### config.mk
export PLATFORM = sky130hd
export DESIGN_NAME = lcd1602_bus_monitor
export DESIGN_NICKNAME = d
export VERILOG_FILES = /design/src/rtl/lcd1602_pkg.sv /design/src/rtl/lcd_bus_sync.sv /design/src/rtl/lcd1602_bus_monitor.sv
export SDC_FILE = /design/constraint.sdc
export NUM_CORES = 1
export LEC_CHECK = 0
export CAP_MARGIN = 20
export CORE_MARGIN = 2
export CORE_UTILIZATION = 63
export CTS_CLUSTER_DIAMETER = 80
export DETAILED_ROUTE_END_ITERATION = 7
export DONT_BUFFER_PORTS = 1
export GPL_TIMING_DRIVEN = 0
export PLACE_DENSITY = 0.84
export RECOVER_POWER = 50
export SLEW_MARGIN = 25
export SYNTH_ARGS = -nofsm -noshare
export SYNTH_HDL_FRONTEND = slang
export SYNTH_SLANG_ARGS = --single-unit
### constraint.sdc
create_clock -name Clk -period 3.1 [get_ports Clk]
set_input_delay 0.31 -clock Clk [delete_from_list [all_inputs] [get_ports Clk]]
set_output_delay 0.31 -clock Clk [all_outputs]
set_load 0.01 [all_outputs]
### src/rtl/lcd1602_pkg.sv
// Shared definitions for the LCD1602 bus monitor: HD44780 opcode mask/match
// pairs, DDRAM address map constants, FSM state type, and helpers that map a
// DDRAM address to a frame-buffer index and step the address counter.
package lcd1602_pkg;

  localparam logic [7:0] OP_DDRAM_MASK  = 8'h80, OP_DDRAM_MATCH  = 8'h80;
  localparam logic [7:0] OP_CGRAM_MASK  = 8'hC0, OP_CGRAM_MATCH  = 8'h40;
  localparam logic [7:0] OP_FUNC_MASK   = 8'hE0, OP_FUNC_MATCH   = 8'h20;
  localparam logic [7:0] OP_SHIFT_MASK  = 8'hF0, OP_SHIFT_MATCH  = 8'h10;
  localparam logic [7:0] OP_DISP_MASK   = 8'hF8, OP_DISP_MATCH   = 8'h08;
  localparam logic [7:0] OP_ENTRY_MASK  = 8'hFC, OP_ENTRY_MATCH  = 8'h04;
  localparam logic [7:0] OP_HOME_MASK   = 8'hFE, OP_HOME_MATCH   = 8'h02;
  localparam logic [7:0] OP_CLEAR_MASK  = 8'hFF, OP_CLEAR_MATCH  = 8'h01;

  localparam logic [7:0]  CHAR_SPACE   = 8'h20;
  localparam logic [6:0]  LINE1_BASE   = 7'h40;
  localparam logic [6:0]  LINE_END0    = 7'h27;
  localparam logic [6:0]  LINE_END1    = 7'h67;
  localparam int unsigned VISIBLE_COLS = 16;

  typedef enum logic {ST_IDLE, ST_FILL} mon_state_t;

  typedef struct packed {
    logic       vis;
    logic [4:0] idx;
  } fb_index_t;

  // Line 0 columns 0x00-0x0F map to 0-15, line 1 columns 0x40-0x4F to 16-31.
  function automatic fb_index_t ac_to_index(input logic [6:0] a);
    fb_index_t r;
    r.vis = 1'b0;
    r.idx = '0;
    if (a < 7'(VISIBLE_COLS)) begin
      r.vis = 1'b1;
      r.idx = a[4:0];
    end else if (a >= LINE1_BASE && a < LINE1_BASE + 7'(VISIBLE_COLS)) begin
      r.vis = 1'b1;
      r.idx = 5'(a - LINE1_BASE + 7'(VISIBLE_COLS));
    end
    return r;
  endfunction

  // Two-line address wrap; addresses outside both lines step by plain +-1.
  function automatic logic [6:0] ac_step(input logic [6:0] a, input logic inc);
    if (inc) begin
      if (a == LINE_END0)      return LINE1_BASE;
      else if (a == LINE_END1) return 7'h00;
      else                     return a + 7'd1;
    end else begin
      if (a == 7'h00)           return LINE_END1;
      else if (a == LINE1_BASE) return LINE_END0;
      else                      return a - 7'd1;
    end
  endfunction

endpackage

### src/rtl/lcd_bus_sync.sv
// Bus front end: every LCD input passes through the same SYNC_STAGES flop
// chain so EN and RS/RW/data stay aligned; an EN 1->0 at the last stage
// produces a one-cycle ev_pulse with the matching fields.
// Ports: Clk, Rst (sync, active high), LCD_EN/RS/RW, lcd_data in;
//        ev_pulse, ev_rs, ev_rw, ev_data out.
module lcd_bus_sync #(
  parameter int unsigned SYNC_STAGES = 2
) (
  input  logic       Clk,
  input  logic       Rst,
  input  logic       LCD_EN,
  input  logic       LCD_RS,
  input  logic       LCD_RW,
  input  logic [7:0] lcd_data,
  output logic       ev_pulse,
  output logic       ev_rs,
  output logic       ev_rw,
  output logic [7:0] ev_data
);

  logic [10:0] pipe [SYNC_STAGES];
  logic        en_prev;

  always_ff @(posedge Clk) begin
    if (Rst) begin
      for (int unsigned i = 0; i < SYNC_STAGES; i++) pipe[i] <= '0;
      en_prev <= 1'b0;
    end else begin
      pipe[0] <= {LCD_EN, LCD_RS, LCD_RW, lcd_data};
      for (int unsigned i = 1; i < SYNC_STAGES; i++) pipe[i] <= pipe[i-1];
      en_prev <= pipe[SYNC_STAGES-1][10];
    end
  end

  assign ev_pulse = en_prev & ~pipe[SYNC_STAGES-1][10];
  assign ev_rs    = pipe[SYNC_STAGES-1][9];
  assign ev_rw    = pipe[SYNC_STAGES-1][8];
  assign ev_data  = pipe[SYNC_STAGES-1][7:0];

endmodule

### src/rtl/lcd1602_bus_monitor.sv
// Passive LCD1602 write-bus monitor: decodes instructions and character
// writes into a 2x16 shadow frame buffer plus display-control state.
// Ports: Clk, Rst (sync, active high); LCD_EN/RS/RW, lcd_data bus inputs;
//        rd_addr -> rd_data (registered read); wr_stb/wr_pos/wr_char per
//        visible write; ac, disp_on, cursor_on, blink_on, func_cfg state;
//        busy during buffer fill; err sticky until Rst.
module lcd1602_bus_monitor
  import lcd1602_pkg::*;
#(
  parameter int unsigned SYNC_STAGES = 2
) (
  input  logic       Clk,
  input  logic       Rst,
  input  logic       LCD_EN,
  input  logic       LCD_RS,
  input  logic       LCD_RW,
  input  logic [7:0] lcd_data,
  input  logic [4:0] rd_addr,
  output logic [7:0] rd_data,
  output logic       wr_stb,
  output logic [4:0] wr_pos,
  output logic [7:0] wr_char,
  output logic [6:0] ac,
  output logic       disp_on,
  output logic       cursor_on,
  output logic       blink_on,
  output logic [2:0] func_cfg,
  output logic       busy,
  output logic       err
);

  logic       ev, ev_rs, ev_rw;
  logic [7:0] ev_data;

  lcd_bus_sync #(.SYNC_STAGES(SYNC_STAGES)) u_sync (
    .Clk(Clk), .Rst(Rst), .LCD_EN(LCD_EN), .LCD_RS(LCD_RS), .LCD_RW(LCD_RW),
    .lcd_data(lcd_data), .ev_pulse(ev), .ev_rs(ev_rs), .ev_rw(ev_rw),
    .ev_data(ev_data)
  );

  mon_state_t state_q, state_d;
  logic [4:0] fill_q, fill_d;
  logic       id_q, id_d, sh_q, sh_d;
  logic [6:0] ac_d;
  logic       disp_d, cursor_d, blink_d, err_d;
  logic [2:0] func_d;
  logic       stb_d;
  logic       fb_we;
  logic [4:0] fb_addr;
  logic [7:0] fb_wdata;
  fb_index_t  ac_map;
  logic [7:0] fb [32];

  assign ac_map = ac_to_index(ac);
  assign busy   = (state_q == ST_FILL);

  always_ff @(posedge Clk) begin
    if (Rst) begin
      state_q   <= ST_FILL;
      fill_q    <= '0;
      ac        <= '0;
      id_q      <= 1'b1;
      sh_q      <= 1'b0;
      disp_on   <= 1'b0;
      cursor_on <= 1'b0;
      blink_on  <= 1'b0;
      func_cfg  <= '0;
      err       <= 1'b0;
      wr_stb    <= 1'b0;
      wr_pos    <= '0;
      wr_char   <= '0;
    end else begin
      state_q   <= state_d;
      fill_q    <= fill_d;
      ac        <= ac_d;
      id_q      <= id_d;
      sh_q      <= sh_d;
      disp_on   <= disp_d;
      cursor_on <= cursor_d;
      blink_on  <= blink_d;
      func_cfg  <= func_d;
      err       <= err_d;
      wr_stb    <= stb_d;
      if (stb_d) begin
        wr_pos  <= fb_addr;
        wr_char <= fb_wdata;
      end
    end
  end

  always_comb begin
    state_d  = state_q;
    fill_d   = fill_q;
    ac_d     = ac;
    id_d     = id_q;
    sh_d     = sh_q;
    disp_d   = disp_on;
    cursor_d = cursor_on;
    blink_d  = blink_on;
    func_d   = func_cfg;
    err_d    = err;
    stb_d    = 1'b0;
    fb_we    = 1'b0;
    fb_addr  = '0;
    fb_wdata = '0;
    case (state_q)
      ST_FILL: begin
        fb_we    = ~Rst;
        fb_addr  = fill_q;
        fb_wdata = CHAR_SPACE;
        if (fill_q == 5'd31) begin
          state_d = ST_IDLE;
          fill_d  = '0;
        end else begin
          fill_d = fill_q + 5'd1;
        end
        if (ev) err_d = 1'b1;
      end
      default: begin
        if (ev) begin
          if (ev_rw) begin
            err_d = 1'b1;
          end else if (ev_rs) begin
            if (ac_map.vis) begin
              fb_we    = ~Rst;
              fb_addr  = ac_map.idx;
              fb_wdata = ev_data;
              stb_d    = 1'b1;
            end
            ac_d = ac_step(ac, id_q);
          end else if ((ev_data & OP_DDRAM_MASK) == OP_DDRAM_MATCH) begin
            ac_d = ev_data[6:0];
          end else if ((ev_data & OP_CGRAM_MASK) == OP_CGRAM_MATCH) begin
          end else if ((ev_data & OP_FUNC_MASK) == OP_FUNC_MATCH) begin
            func_d = ev_data[4:2];
          end else if ((ev_data & OP_SHIFT_MASK) == OP_SHIFT_MATCH) begin
          end else if ((ev_data & OP_DISP_MASK) == OP_DISP_MATCH) begin
            {disp_d, cursor_d, blink_d} = ev_data[2:0];
          end else if ((ev_data & OP_ENTRY_MASK) == OP_ENTRY_MATCH) begin
            id_d = ev_data[1];
            sh_d = ev_data[0];
          end else if ((ev_data & OP_HOME_MASK) == OP_HOME_MATCH) begin
            ac_d = '0;
          end else if ((ev_data & OP_CLEAR_MASK) == OP_CLEAR_MATCH) begin
            ac_d    = '0;
            id_d    = 1'b1;
            state_d = ST_FILL;
            fill_d  = '0;
          end
        end
      end
    endcase
  end

  always_ff @(posedge Clk) begin
    if (fb_we) fb[fb_addr] <= fb_wdata;
  end

  // Read uses the pre-write array contents, so a same-cycle write to the
  // same index shows up one cycle later.
  always_ff @(posedge Clk) begin
    if (Rst) rd_data <= '0;
    else     rd_data <= fb[rd_addr];
  end

endmodule
==> metrics.txt, run 1 <==
outcome finished, final reports clean; initial antenna violation count 0; Gate power share 0.042; register share of total power 0.535; area growth from synthesis to layout 12.0%; Slew Viols, Final 0; leakage 4.63 nW; layout cells sized above 1 0.196; setup ws final 0.0530 ns; nature of the critical path endpoint flip-flop; clock root buffer clkbuf_16; FF+latch count, synth 322; CP delay by family, top simple AND/OR/NAND/NOR gates; clk_lat worst skew 0.57 ns; WP buf/inv 3; Fill cells 1207; reg2reg start ac[4]$_SDFFE_PP0P_; average wire per standard cell 25.8 um; terminus of the critical flop-to-flop path fb[1][0]$_DFFE_PP_; Max-cap violations 0; Die Area 0.0216 mm2; clk buf depth 3; Syn Area/Cell 16.4 um2; DRT Pass-1 Iters 5; VDD IR max 0.000489 V; fin util 0.715; register area share after synthesis 0.700; Fin Setup TNS 0 ns; FP Rows 52; Power Density 607 mW/mm2; DR DRC count 0; H-tree Lvls 1; Most used DFF post-synth edfxtp_1; CTS buffer count 30; worst-path cell chain buf_2 -> nor2_1 -> and2_0 -> a21oi_1 -> or2_1 -> clkbuf_1 -> buf_2 -> nor2_1; ANT cells 0; post-DP HPWL 18.3 mm; Cells after Synth 784; crit path from ac[4]$_SDFFE_PP0P_; CTS Sinks 322; I/O pin count 55; Switch Pwr 1.77 mW; WP depth 8; Async S/R FF share, synth 0; Tightest Pin Transition 1.15 ns; Die Wd 147 um; critical path startpoint category flip-flop; Slew headroom 0.229; Die Span Y 147 um; register area 0.00901 mm2; WL final 29.0 mm; GRT Residual Overflow 0; final hold vios 0; Hold Path Class in2reg; Worst path max stage delay 0.67 ns; worst slack, placed -0.0719 ns; RSZ-0062 raised after global routing true; EDFF count, synth 256; clock slew at reported path FFs 0.06 ns; clock group share of total power 0.423; count of final setup violators 0; Req. time, crit path 3.28 ns; Multi-input gate area 0.00364 mm2; P_int 6.97 mW; final worst-path cycle share 0.983; worst reg2reg path depth 8; crit path time final 3.05 ns; vias per cell 6.67; WP data arrival 3.23 ns; Post-DRT Antenna Nets 0; post-synth cell types 65; CP max-delay cell nor2_1; FF-to-FF setup slack 0.05 ns; switch share 0.203; first-pass GRT wire length 43.9 mm; largest net degree at the start of global routing 33; Core Area 0.0202 mm2; Tot GR Track Use 0.272; initial DRC count 950; crit-path max FO 10; number of setup buffers added after CTS 0; cell area after synthesis 0.0129 mm2; vias in the first global route 7404; Initial Utilization 0.638; CTS tree done; Crit Path Class reg2reg; CP endpoint fb[1][0]$_DFFE_PP_; via count 7477; Ys Warns 0; Post-Route Skew 0.0293 ns; commonest cells after routing, fill and taps aside 256 x edfxtp_1, 66 x dfxtp_1, 64 x mux4_2; I/O Buffers 0; Peak Freq 0.328 GHz; nets 849; most common cell after layout, fill and taps aside edfxtp_1; GPL Wtd Cong 0.896; synthesized net count 806
[layout make-up]
class	count	share of cell area
Buffer	48	0.0177
Inverter	12	0.00417
Tap cell	270	0.0234
Clock buffer	49	0.0633
Clock inverter	7	0.00651
Multi-Input combinational cell	402	0.252
Timing Repair Buffer	11	0.00764
Sequential cell	322	0.625
[through the flow]
stage	instance area, um2	hold WS (ns)	instances	power [mW]
after floorplan	12900	0.414	784	5.02
after global placement	13200	0.418	1054	5.10
after detailed placement	13300	0.428	1054	5.12
after CTS	14400	0.123	1121	8.76
after global routing	14400	0.158	1121	8.97
final	14400	0.138	1121	8.74
[cell families (layout without fill, tap and decap cells)]
logic type | count (synthesis) | count (layout) | share of synthesized area
DFF | 322 | 322 | 0.700
and+or+nand+nor | 201 | 201 | 0.0768
AOI/OAI and AO/OA | 95 | 95 | 0.0539
muxes | 95 | 95 | 0.137
buffers and inverters | 60 | 127 | 0.0240
xor gates and xnor gates | 7 | 7 | 0.00476
adders and majority gates | 4 | 4 | 0.00389
[power by group through the flow]
stage / clock network, mW / logic, mW / registers, mW
after global placement: 0 / 0.329 / 4.77
after floorplan: 0 / 0.255 / 4.76
after CTS: 3.72 / 0.364 / 4.68
final: 3.70 / 0.367 / 4.68
after global routing: 3.90 / 0.390 / 4.68
after detailed placement: 0 / 0.347 / 4.77
[cell usage after synthesis, drive strengths merged (8+ instances only)]
cell type	number	area, um2
mux4	64	1440
a221o	8	80.1
a21oi	22	110
inv	12	45.0
buf	27	175
mux2i	23	230
nor2b	29	181
clkbuf	21	88.8
edfxtp	256	7690
dfxtp	66	1320
nor2	61	229
a22oi	11	82.6
mux2	8	90.1
a31oi	14	87.6
nor3	19	95.1
nand2	52	195
[worst min-delay path by stage]
stage,start,endpoint,cells past startpoint
2_1_floorplan,u_sync.pipe[0][0]$_SDFF_PP0_,u_sync.pipe[0][11]$_SDFF_PP0_,1
3_3_place_gp,u_sync.pipe[0][9]$_SDFF_PP0_,u_sync.pipe[0][20]$_SDFF_PP0_,1
3_5_place_dp,u_sync.pipe[0][0]$_SDFF_PP0_,u_sync.pipe[0][11]$_SDFF_PP0_,1
4_1_cts,Rst,u_sync.pipe[0][11]$_SDFF_PP0_,2
5_1_grt,Rst,u_sync.pipe[0][7]$_SDFF_PP0_,2
6_report,Rst,u_sync.pipe[0][11]$_SDFF_PP0_,2
[registers in the layout, indices dropped and copies added (netlist names)]
register	cells
u_sync.pipe	22
ac	7
id_q	1
func_cfg	3
wr_pos	5
fill_q	5
wr_char	8
busy	1
cursor_on	1
fb	256
disp_on	1
wr_stb	1
blink_on	1
u_sync.en_prev	1
rd_data	8
err	1
[what timing repair did]
action | 4_1_cts | 5_1_grt
pin swaps | 0 | 0
gates resized for setup | 1 | 15
hold buffers | 11 | 0
hold endpoints to repair | 11 | 0
setup endpoints to repair | 32 | 218
[metal layers]
metal | track usage | vias to the layer above | wire (um)
li1 | - | 3155 | -
met1 | 0.369 | 3784 | 10800
met2 | 0.465 | 453 | 14600
met3 | 0.0463 | 85 | 2730
met4 | 0.0731 | 0 | 821
met5 | 0 | - | 0
(Power assumes the default switching activity.)
==> run 2, diff against run 1 <==
Settings changed: CTS_BUF_LIST set to sky130_fd_sc_hd__clkbuf_8.
==> run 2 against run 1 <==
Net effect:
- sequential power about the same
- combinational power about the same
- fmax is 1.0% lower
- critical path type unchanged
==> metrics.txt, run 2 (same netlist as run 1, synthesis figures left out) <==
initial antenna violation count 0; outcome finished, final reports clean; Fill cells 1215; first-pass GRT wire length 42.9 mm; layout cells sized above 1 0.215; clk buf depth 3; final hold vios 0; Die Wd 147 um; max reg flops 256; Max-cap violations 0; DRT Pass-1 Iters 5; Post-Route Skew 0.0195 ns; Crit Path Class reg2reg; worst reg2reg path depth 7; vias per cell 6.37; CTS Sinks 322; FP Rows 52; I/O Buffers 0; leakage 4.71 nW; vias in the first global route 7608; WP data arrival 3.25 ns; I/O pin count 55; Post-DRT Antenna Nets 0; worst slack, placed -0.0719 ns; Slew headroom 0.362; critical path startpoint category flip-flop; clock group share of total power 0.393; hold_sp Rst; met3 usage 0.0584; CTS buffer count 49; RSZ-0062 raised after global routing true; Peak Freq 0.325 GHz; crit-path max FO 10; Multi-input gate area 0.00365 mm2; ANT cells 0; design area 0.0144 mm2; terminus of the critical flop-to-flop path fb[19][3]$_DFFE_PP_; area growth from synthesis to layout 11.6%; register share of total power 0.563; final worst-path cycle share 0.993; most common cell after layout, fill and taps aside edfxtp_1; switch share 0.212; Die Area 0.0216 mm2; count of final setup violators 0; Slew Viols, Final 0; GPL Wtd Cong 0.896; most used routing layer met2; Tot GR Track Use 0.265; Fin Setup TNS 0 ns; FF-to-FF setup slack 0.02 ns; setup ws final 0.0216 ns; post-DP HPWL 18.3 mm; top flop regs fb: 256 flops, u_sync.pipe: 22 flops; placed inst area 0.0133 mm2; Initial Utilization 0.638; Power, Total 8.31 mW; Gate power share 0.044; DR DRC count 0; Switch Pwr 1.76 mW; Worst Hold Slack 0.114 ns; register area 0.00901 mm2; Hold EP u_sync.pipe[0][11]$_SDFF_PP0_; clock root buffer clkbuf_8; VDD IR max 0.000369 V; most flop-heavy register fb; Die Span Y 147 um; worst hold path depth 2; WL final 28.0 mm; reg2reg start ac[4]$_SDFFE_PP0P_; crit path time final 3.08 ns; Hold Path Class in2reg; Power Density 579 mW/mm2; clk_lat worst skew 0.56 ns; commonest cells after routing, fill and taps aside 256 x edfxtp_1, 66 x dfxtp_1, 64 x mux4_2; via count 7354; initial DRC count 911; P_int 6.55 mW; met2 usage 0.445; Tightest Pin Transition 0.951 ns; M1 GR Usage 0.353; clock slew at reported path FFs 0.06 ns; nature of the critical path endpoint flip-flop; CP max-delay cell nor2_1; GRT Residual Overflow 0; Req. time, crit path 3.27 ns; Core Area 0.0202 mm2; CTS tree done; nets 868; Worst path max stage delay 0.69 ns; worst-path cell chain buf_2 -> nor2_1 -> and3b_1 -> buf_2 -> a22o_1 -> nand2_1 -> nor2_1; largest net degree at the start of global routing 33; H-tree Lvls 2; average wire per standard cell 24.3 um
## run 2: power groups by stage
stage	Sequential (mW)	Combinational (mW)	Clock (mW)
after global routing	4.68	0.388	3.51
after CTS	4.68	0.360	3.31
after detailed placement	4.77	0.347	0
after floorplan	4.76	0.255	0
after global placement	4.77	0.329	0
final	4.68	0.366	3.27
## run 2: worst max-delay path by stage
| stage | slack [ns] | from | cells past startpoint | end |
|---|---|---|---|---|
| 2_1_floorplan | 0.61 | ac[4]$_SDFFE_PP0P_ | 8 | fb[17][0]$_DFFE_PP_ |
| 3_3_place_gp | -0.05 | ac[4]$_SDFFE_PP0P_ | 8 | fb[16][5]$_DFFE_PP_ |
| 3_5_place_dp | -0.07 | busy$_SDFF_PP1_ | 5 | fb[6][3]$_DFFE_PP_ |
| 4_1_cts | -0.09 | busy$_SDFF_PP1_ | 5 | fb[26][4]$_DFFE_PP_ |
| 5_1_grt | -0.04 | ac[4]$_SDFFE_PP0P_ | 7 | fb[27][5]$_DFFE_PP_ |
| 6_report | 0.02 | ac[4]$_SDFFE_PP0P_ | 7 | fb[19][3]$_DFFE_PP_ |
## run 2: area by class of cell
cell class / count / share of cell area
flip-flops and latches: 322 / 0.627
multi-input cells: 402 / 0.254
clock buffers: 60 / 0.0575
well taps: 270 / 0.0235
plain buffers: 48 / 0.0178
clock inverters: 29 / 0.00819
repair buffers: 11 / 0.00767
inverters: 12 / 0.00418
## run 2: layer usage
layer | wire length, um | vias to the layer above
met2 | 14000 | 413
met1 | 10800 | 3675
li1 | - | 3195
met5 | 0 | -
met3 | 2450 | 71
met4 | 696 | 0
## run 2: stage by stage
step / std cells / util
after CTS: 1154 / 0.710
after floorplan: 784 / -
final: 1154 / 0.712
after global routing: 1154 / 0.712
after global placement: 1054 / 0.655
after detailed placement: 1054 / 0.658
## run 2: worst max-delay path, delay by kind of cell (launching register included)
family	cells	cell delay, ns
compound gates	1	0.40
buf+inv	2	0.45
flops	1	0.34
simple gates	4	1.49
## run 2: what timing repair did
| item | in CTS | in global routing |
|---|---|---|
| buffers inserted | 0 | 0 |
| hold endpoints to repair | 11 | 0 |
| setup endpoints to repair | 32 | 204 |
| hold buffers | 11 | 0 |
| resized for setup | 0 | 19 |
